## src/rtl/sram_serial_ctrl.sv

```systemverilog
`default_nettype none
// ============================================================================
// Module   : sram_serial_ctrl
// Brief    : Serial word assembly and request-based write/read sequencing for
//            the SRAM macro. Optional readback shifter: SRAM_SERIAL_CTRL_READBACK_EN
// Revision : 1.0
// ============================================================================
module sram_serial_ctrl #(
    parameter int ROWS   = 16,
    parameter int COLS   = 8,
    parameter int LANES  = 1,
    parameter int RD_LAT = 1,
    localparam int AW    = (ROWS > 1) ? $clog2(ROWS) : 1
) (
    input  logic             clk,
    input  logic             srst,
    input  logic [LANES-1:0] serial_in,
    input  logic             shift,
    input  logic             w_req,
    input  logic             r_req,
    input  logic [AW-1:0]    addr,
    output logic             word_ready,
    output logic             busy,
    output logic             err,
    output logic [AW-1:0]    mem_addr,
    output logic [COLS-1:0]  mem_wdata,
    output logic             mem_w_en,
    output logic             mem_r_en,
    input  logic [COLS-1:0]  mem_rdata,
    output logic             data_valid,
    output logic [COLS-1:0]  data_out
`ifdef SRAM_SERIAL_CTRL_READBACK_EN
    ,
    output logic [LANES-1:0] serial_out,
    output logic             serial_out_valid
`endif
);

    localparam int c_NSH = COLS / LANES;
    localparam int c_CW  = $clog2(c_NSH + 1);
    localparam logic [c_CW-1:0] c_NSH_V = c_CW'(c_NSH);

    typedef enum logic [1:0] {
        S_IDLE  = 2'd0,
        S_WRITE = 2'd1,
        S_READ  = 2'd2,
        S_RWAIT = 2'd3
    } state_t;

    state_t           r_state;
    logic [COLS-1:0]  r_shreg;
    logic [c_CW-1:0]  r_cnt;
    logic [2:0]       r_lat;
    logic             r_busy;
    logic             r_err;
    logic [AW-1:0]    r_mem_addr;
    logic [COLS-1:0]  r_mem_wdata;
    logic             r_mem_w_en;
    logic             r_mem_r_en;
    logic             r_data_valid;
    logic [COLS-1:0]  r_data_out;

    logic [COLS-1:0]  w_shreg_next;
    logic             w_word_ready;
    logic             w_idle;
    logic             w_wr_acc;
    logic             w_rd_acc;
    logic             w_err;

    generate
        if (LANES == COLS) begin : g_full_lane
            assign w_shreg_next = serial_in;
        end else begin : g_part_lane
            assign w_shreg_next = {r_shreg[COLS-LANES-1:0], serial_in};
        end
    endgenerate

    assign w_word_ready = (r_cnt == c_NSH_V);
    assign w_idle       = (r_state == S_IDLE);
    assign w_wr_acc     = w_idle & w_req & w_word_ready;
    assign w_rd_acc     = w_idle & r_req & ~w_req;
    // A simultaneous w_req/r_req is always flagged, even when the write goes ahead.
    assign w_err        = (~w_idle & (w_req | r_req))
                        | (w_idle & w_req & (~w_word_ready | r_req));

    always_ff @(posedge clk) begin
        if (srst) begin
            r_shreg <= '0;
            r_cnt   <= '0;
        end else begin
            if (shift) begin
                r_shreg <= w_shreg_next;
            end
            if (w_wr_acc) begin
                r_cnt <= shift ? c_CW'(1) : '0;
            end else if (shift) begin
                r_cnt <= w_word_ready ? c_CW'(1) : r_cnt + c_CW'(1);
            end
        end
    end

    always_ff @(posedge clk) begin
        if (srst) begin
            r_state      <= S_IDLE;
            r_lat        <= '0;
            r_busy       <= 1'b0;
            r_err        <= 1'b0;
            r_mem_addr   <= '0;
            r_mem_wdata  <= '0;
            r_mem_w_en   <= 1'b0;
            r_mem_r_en   <= 1'b0;
            r_data_valid <= 1'b0;
            r_data_out   <= '0;
        end else begin
            r_err        <= w_err;
            r_mem_w_en   <= 1'b0;
            r_mem_r_en   <= 1'b0;
            r_data_valid <= 1'b0;
            case (r_state)
                S_IDLE: begin
                    if (w_wr_acc) begin
                        r_state     <= S_WRITE;
                        r_mem_addr  <= addr;
                        r_mem_wdata <= r_shreg;
                        r_mem_w_en  <= 1'b1;
                        r_busy      <= 1'b1;
                    end else if (w_rd_acc) begin
                        r_state    <= S_READ;
                        r_mem_addr <= addr;
                        r_mem_r_en <= 1'b1;
                        r_busy     <= 1'b1;
                    end
                end
                S_WRITE: begin
                    r_state <= S_IDLE;
                    r_busy  <= 1'b0;
                end
                S_READ: begin
                    r_state <= S_RWAIT;
                    r_lat   <= 3'(RD_LAT - 1);
                end
                S_RWAIT: begin
                    // Last wait cycle is the one in which the macro data is valid.
                    if (r_lat == 3'd0) begin
                        r_state      <= S_IDLE;
                        r_busy       <= 1'b0;
                        r_data_out   <= mem_rdata;
                        r_data_valid <= 1'b1;
                    end else begin
                        r_lat <= r_lat - 3'd1;
                    end
                end
                default: begin
                    r_state <= S_IDLE;
                    r_busy  <= 1'b0;
                end
            endcase
        end
    end

    assign word_ready = w_word_ready;
    assign busy       = r_busy;
    assign err        = r_err;
    assign mem_addr   = r_mem_addr;
    assign mem_wdata  = r_mem_wdata;
    assign mem_w_en   = r_mem_w_en;
    assign mem_r_en   = r_mem_r_en;
    assign data_valid = r_data_valid;
    assign data_out   = r_data_out;

`ifdef SRAM_SERIAL_CTRL_READBACK_EN
    logic [COLS-1:0] r_oshreg;
    logic [c_CW-1:0] r_ocnt;

    always_ff @(posedge clk) begin
        if (srst) begin
            r_oshreg <= '0;
            r_ocnt   <= '0;
        end else if (r_data_valid) begin
            r_oshreg <= r_data_out;
            r_ocnt   <= c_NSH_V;
        end else if (r_ocnt != '0) begin
            r_oshreg <= r_oshreg << LANES;
            r_ocnt   <= r_ocnt - c_CW'(1);
        end
    end

    assign serial_out       = r_oshreg[COLS-1 -: LANES];
    assign serial_out_valid = (r_ocnt != '0);
`endif

endmodule
`default_nettype wire

```

## config.mk

```make
export PLATFORM = sky130hd
export DESIGN_NAME = sram_serial_ctrl
export DESIGN_NICKNAME = d
export VERILOG_FILES = /design/src/rtl/sram_serial_ctrl.sv
export SDC_FILE = /design/constraint.sdc
export NUM_CORES = 1
export LEC_CHECK = 0
export BUFFER_PORTS_ARGS = -buffer_cell sky130_fd_sc_hd__buf_2
export CAP_MARGIN = 20
export CELL_PAD_IN_SITES_DETAIL_PLACEMENT = 0
export CELL_PAD_IN_SITES_GLOBAL_PLACEMENT = 2
export CORE_UTILIZATION = 27
export CTS_CLUSTER_SIZE = 14
export DETAILED_ROUTE_END_ITERATION = 10
export GPL_ROUTABILITY_DRIVEN = 0
export PLACE_DENSITY = 0.76
export SKIP_LAST_GASP = 1
export SLEW_MARGIN = 20
export SYNTH_ARGS = -nofsm -noshare
export SYNTH_HDL_FRONTEND = slang
export SYNTH_SLANG_ARGS = --single-unit
```

## constraint.sdc

```tcl
create_clock -name clk -period 1.4 [get_ports clk]
set_clock_uncertainty 0.1 [all_clocks]
set_input_delay 0.07 -clock clk [delete_from_list [all_inputs] [get_ports clk]]
set_output_delay 0.07 -clock clk [all_outputs]
set_load 0.01 [all_outputs]
```

# ---- Word level (Yosys, flattened, before mapping)
# Cells that the tools add are included.
dict set report totals {
  input_bits 18
  out_inout_bits 26
  register_bits 42
  word_cells 68
}
dict set report op_classes {
  reduce_logical 15
  bitwise_logic 13
  addsub 2
  n_eq_ne 7
  n_mux 19
}
# op count
set op_table {}
lappend op_table {{2-to-1 mux 4 bit} 5}
lappend op_table {{AND reduction 2 bit} 5}
lappend op_table {{case mux 2 bit (4 select lines)} 1}
lappend op_table {{2-to-1 mux 1 bit} 7}
lappend op_table {{AND 1 bit} 6}
lappend op_table {{2-to-1 mux 2 bit} 3}
lappend op_table {{case mux 3 bit (2 select lines)} 1}
lappend op_table {{nonzero test 2 bit} 3}
lappend op_table {{adder 4 x 1 -> 4 bit (second input constant)} 1}
lappend op_table {{== test 2 bit (second input constant)} 2}
lappend op_table {{== test 4 bit (second input constant)} 1}
lappend op_table {{!= test 2 bit (second input constant)} 2}
lappend op_table {{inverter 1 bit} 4}
lappend op_table {{OR reduction 2 bit} 2}
lappend op_table {{logical NOT 3 bit} 1}
lappend op_table {{2-to-1 mux 3 bit} 1}
lappend op_table {{!= test 3 x 1 -> 1 bit (second input constant)} 1}
lappend op_table {{OR 1 bit} 3}
lappend op_table {{case mux 1 bit (3 select lines)} 1}
lappend op_table {{AND reduction 3 bit} 1}
lappend op_table {{nonzero test 3 bit} 1}
lappend op_table {{OR reduction 3 bit} 1}
lappend op_table {{subtractor 3 x 1 -> 3 bit (second input constant)} 1}
lappend op_table {{== test 2 x 1 -> 1 bit (second input constant)} 1}
lappend op_table {{logical NOT 2 bit} 1}

# ---- Longest topological paths before layout
dict set report depth {
  ltp_word 6
  depth_mapped 7
  mapped_depth_nobuf 6
}

# ---- Least setup slack after synthesis
# Ideal clock, no wire load.
dict set report synth_timing {
  path_kind {reg2reg}
  start {register r_cnt[0]}
  end {register r_mem_addr[0] (netlist: mem_addr[0])}
  path_stages_with_launch 7
  period_less_slack_ps 1476
  t_required_ps 1228
  path_slack_ps -76
  setup_time_ps 72
  t_arrival_ps 1304
  cell_sequence {dfxtp_1 inv_1 ha_1 nand3b_2 inv_1 a21oi_2 mux2i_1}
}
dict set report synth_via {
  elab_chain_len 4
}
# item line_no
set synth_rtl {}
lappend synth_rtl {{from (decl)} 52} ;# logic [c_CW-1:0] r_cnt;
lappend synth_rtl {{from (signal assigned)} 95} ;# r_cnt <= shift ? c_CW'(1) : '0;
lappend synth_rtl {{from (signal assigned)} 97} ;# r_cnt <= w_word_ready ? c_CW'(1) : r_cnt + c_CW'(1);
lappend synth_rtl {{== test 4 bit (*)} 78} ;# assign w_word_ready = (r_cnt == c_NSH_V);
lappend synth_rtl {{AND 1 bit (*)} 80} ;# assign w_wr_acc = w_idle & w_req & w_word_ready;
lappend synth_rtl {{nonzero test 2 bit (no line)} n/a}
lappend synth_rtl {{AND reduction 2 bit (no line)} n/a}
lappend synth_rtl {{to (signal assigned)} 123} ;# r_mem_addr <= addr;
lappend synth_rtl {{to (signal assigned)} 129} ;# r_mem_addr <= addr;
lappend synth_rtl {{to (decl)} 56} ;# logic [AW-1:0] r_mem_addr;
# Mark *: on every way between the ends. The rest lies on a longest branch, timed or not.
# A chain may end at the register's enable or synchronous reset.

# ---- Final worst setup path
dict set report layout_timing {
  start {register r_cnt[0]}
  end {register r_cnt[2]}
}
dict set report layout_via {
  elab_chain_len 4
}
# item line_no
set layout_rtl {}
lappend layout_rtl {{adder 4 x 1 -> 4 bit or == test 4 bit (tied branches)} {97, 78}}
lappend layout_rtl {{2-to-1 mux 4 bit} 97}
lappend layout_rtl {{2-to-1 mux 4 bit} 96} ;# end else if (shift) begin
lappend layout_rtl {{2-to-1 mux 4 bit} 94} ;# if (w_wr_acc) begin
# Several ways; a longest one is shown, not always the timed one. The select of a mux whose other input is x is not followed.

==> qor.txt <==
Post-synthesis mux area share = 7.55%
Critical Path RT = 1.53 ns
Kind of critical path = reg -> reg
Post-synthesis sequential area ratio = 48.8%
Xor/xnor share of the synthesized area = 0%
Final-report hold violation count = 0
Failing checks = negative setup slack
Least-Margin Pin Slew = 0.354 ns
Worst r2r src = r_cnt[0]
Skew-Pair Late Insertion Delay = 0.29 ns
Area Growth Syn to Fin = 45.1%
H-tree levels = 2
# DRC = 0
Die area = 6710 µm²
Initial antenna violation count = 0
Largest net degree at the start of global routing = 22
Post-synth cell types = 31
R2R depth = 7
Max-slew violations = 0
Synth top area share = 48.8%
Type of the worst min-delay path = in -> reg
MaxCap Viol Count = 0
Synth top area cells = dfxtp_1, mux2i_1, a21oi_1, nand2_1, o21ai_0
Syn Nets = 213
GRT Util Overall = 12.9%
Total gr overflow = 0
Adder-cell share of the synthesized area = 2.90%
Die H = 81.9 µm
R2R Setup Slk = -0.008 ns
Count of final setup violators = 1
Commonest non-fill, non-tap cell in the layout = buf_2
Worst VDD drop = 0.365 mV
Post-synthesis cell area = 1720 µm²
Met1 wire length = 1.93 mm
DRT Pass-1 Iters = 4
Crit path to = r_cnt[2]
CTS tree = built
Largest area contributor in the netlist = dfxtp_1
Max_slew headroom = 76.4%
Final wirelength = 4.11 mm
First-pass GRT wire length = 6.49 mm
Crit. End Element = register
Highest metal used = met4
Via count = 1538
Detailed Place HPWL = 2.70 mm
Root Buffer = clkbuf_8
# port buffers = 43
Fin crit share = 101%
Die W = 81.9 µm
Warnings, synthesis = 0
CTS sink count = 42
Initial Util = 28.6%
Unrepaired setup endpoints after global routing = yes
Met3 WL = 143 µm
F_max = 710 MHz
Total Power = 2.40 mW
Commonest cells after routing, fill and taps aside = buf_2, dfxtp_1, nand2_1, a21oi_1, dlygate4sd3_1
Share of cells above drive strength 1 = 36.7%
Standby leakage power = 1.08 nW
Worst setup SP type = register
Clock-pin transition on the worst setup and hold timing paths = 0.08 ns
# nets final = 285
Mapped Avg Cell Area = 9.03 µm²
Area share of and/or/nand/nor cells after synthesis = 21.9%
Vias/cell = 4.54
Compound-Gate Fraction of Synth Area = 14.2%
CTS Buffer Depth = 2
Met2 WL = 1.93 mm
Inserted Clock Buffers = 5
Final worst slack = -0.00773 ns
Synthesized flop and latch total = 42
PwrDens = 959 nW/µm²
Drt wl/cell = 12.1 µm
Std-Cell Rows = 28
Reg2reg end = r_cnt[2]
Worst setup path start = r_cnt[0]
Post-route ant nets = 0
Top Ports = 44
Final core occ = 41.5%
Outcome = finished with violations
Initial drt markers = 90
Largest family of logic cells by synthesized area = simple AND/OR/NAND/NOR gates
Diodes inserted = 0
Number of global-route vias before repair = 1448
Cells after synthesis = 191
Core footprint = 6030 µm²
Fin crit period = 1.41 ns
Arr. time, crit path = 1.54 ns
Max Fanout on Critical Path = 4
cells in the mapped netlist:
| master | number |
|---|---|
| dfxtp_1 | 42 |
| a21oi_1 | 24 |
| nand2_1 | 20 |
| o21ai_0 | 15 |
| mux2i_1 | 13 |
| nor2_1 | 13 |
| nand2b_1 | 11 |
| nand3_1 | 8 |
| clkbuf_1 | 7 |
| inv_1 | 6 |
| ha_1 | 4 |
| buf_4 | 3 |
| nor2b_1 | 3 |
| or3_1 | 3 |
| a211oi_1 | 2 |
| buf_2 | 2 |
| a211o_1 | 1 |
| a21oi_2 | 1 |
| a41oi_1 | 1 |
| and3_1 | 1 |
| and3b_1 | 1 |
| and4b_1 | 1 |
| nand3b_2 | 1 |
| nand4b_1 | 1 |
| nor3b_1 | 1 |
| nor3b_2 | 1 |
| nor4b_2 | 1 |
| o21a_1 | 1 |
| or3b_1 | 1 |
| or3b_2 | 1 |
| or4b_1 | 1 |
cells by family after synthesis:
family          after synthesis
mux                          13
compound gates               45
flops                        42
simple gates                 69
buf+inv                      18
fa+ha+maj                     4
layer usage:
metal	GRT usage, %	up-vias
met3	3.00	9
met5	0	-
met2	19.4	24
met4	7.72	0
met1	16.5	707
li1	-	798
how the worst min path moves through the flow:
stage,start,endpoint,slack (ns),depth (start not counted)
floorplan,mem_rdata[0],data_out[0],0.11,2
global placement,serial_in,r_shreg[0],0.21,3
detailed placement,mem_rdata[7],data_out[7],0.22,3
CTS,srst,mem_r_en,0.06,2
global route,srst,r_lat[2],0.08,2
finish,srst,r_lat[2],0.07,2
critical path: stages (launching register included):
cell,delay (ns)
dfxtp_2,0.33
inv_2,0.05
ha_4,0.15
nand3b_4,0.10
inv_8,0.04
buf_6,0.12
or3_1,0.34
a21oi_1,0.12
timing repair:
item | 4_1_cts | 5_1_grt
pin swaps | 3 | 6
setup endpoints to repair | 5 | 21
hold endpoints to repair | 14 | 0
cloned | 0 | 0
buffers inserted | 4 | 0
gates resized for setup | 13 | 21
hold buffers | 16 | 0
per-stage QoR:
step / cells / worst slack [ns] / hold slack (ns) / area [µm²] / TNS, ns
floorplan: 191 / 0.0177 / 0.106 / 1740 / 0
global placement: 312 / -0.0164 / 0.210 / 2120 / -0.0333
detailed placement: 312 / -0.0111 / 0.219 / 2120 / -0.0111
CTS: 340 / -0.0433 / 0.0554 / 2460 / -0.0433
global route: 339 / -0.0678 / 0.0844 / 2500 / -0.380
finish: 339 / -0.00773 / 0.0652 / 2500 / -0.00773
layout make-up:
| class | count | area (µm²) |
|---|---|---|
| Fill cell | 609 | 3520 |
| Multi-Input combinational cell | 131 | 883 |
| Sequential cell | 42 | 848 |
| Timing Repair Buffer | 77 | 537 |
| Clock buffer | 8 | 110 |
| Tap cell | 75 | 93.8 |
| Inverter | 6 | 30.0 |
report_power, final:
group / internal (mW) / total [mW] / leakage (nW) / switching [mW]
clock network: 0.498 / 0.906 / 0.0575 / 0.408
logic: 0.133 / 0.256 / 0.681 / 0.122
registers: 1.22 / 1.24 / 0.343 / 0.0182
flip-flops by register name, summed over array words and instances, names as in the netlist, 2 cells and up:
register and cells:
data_out 8, mem_wdata 8, r_shreg 8, mem_addr 4, r_cnt 4, r_lat 3, r_state 2
Note: power is estimated with default switching activity, not from simulation.
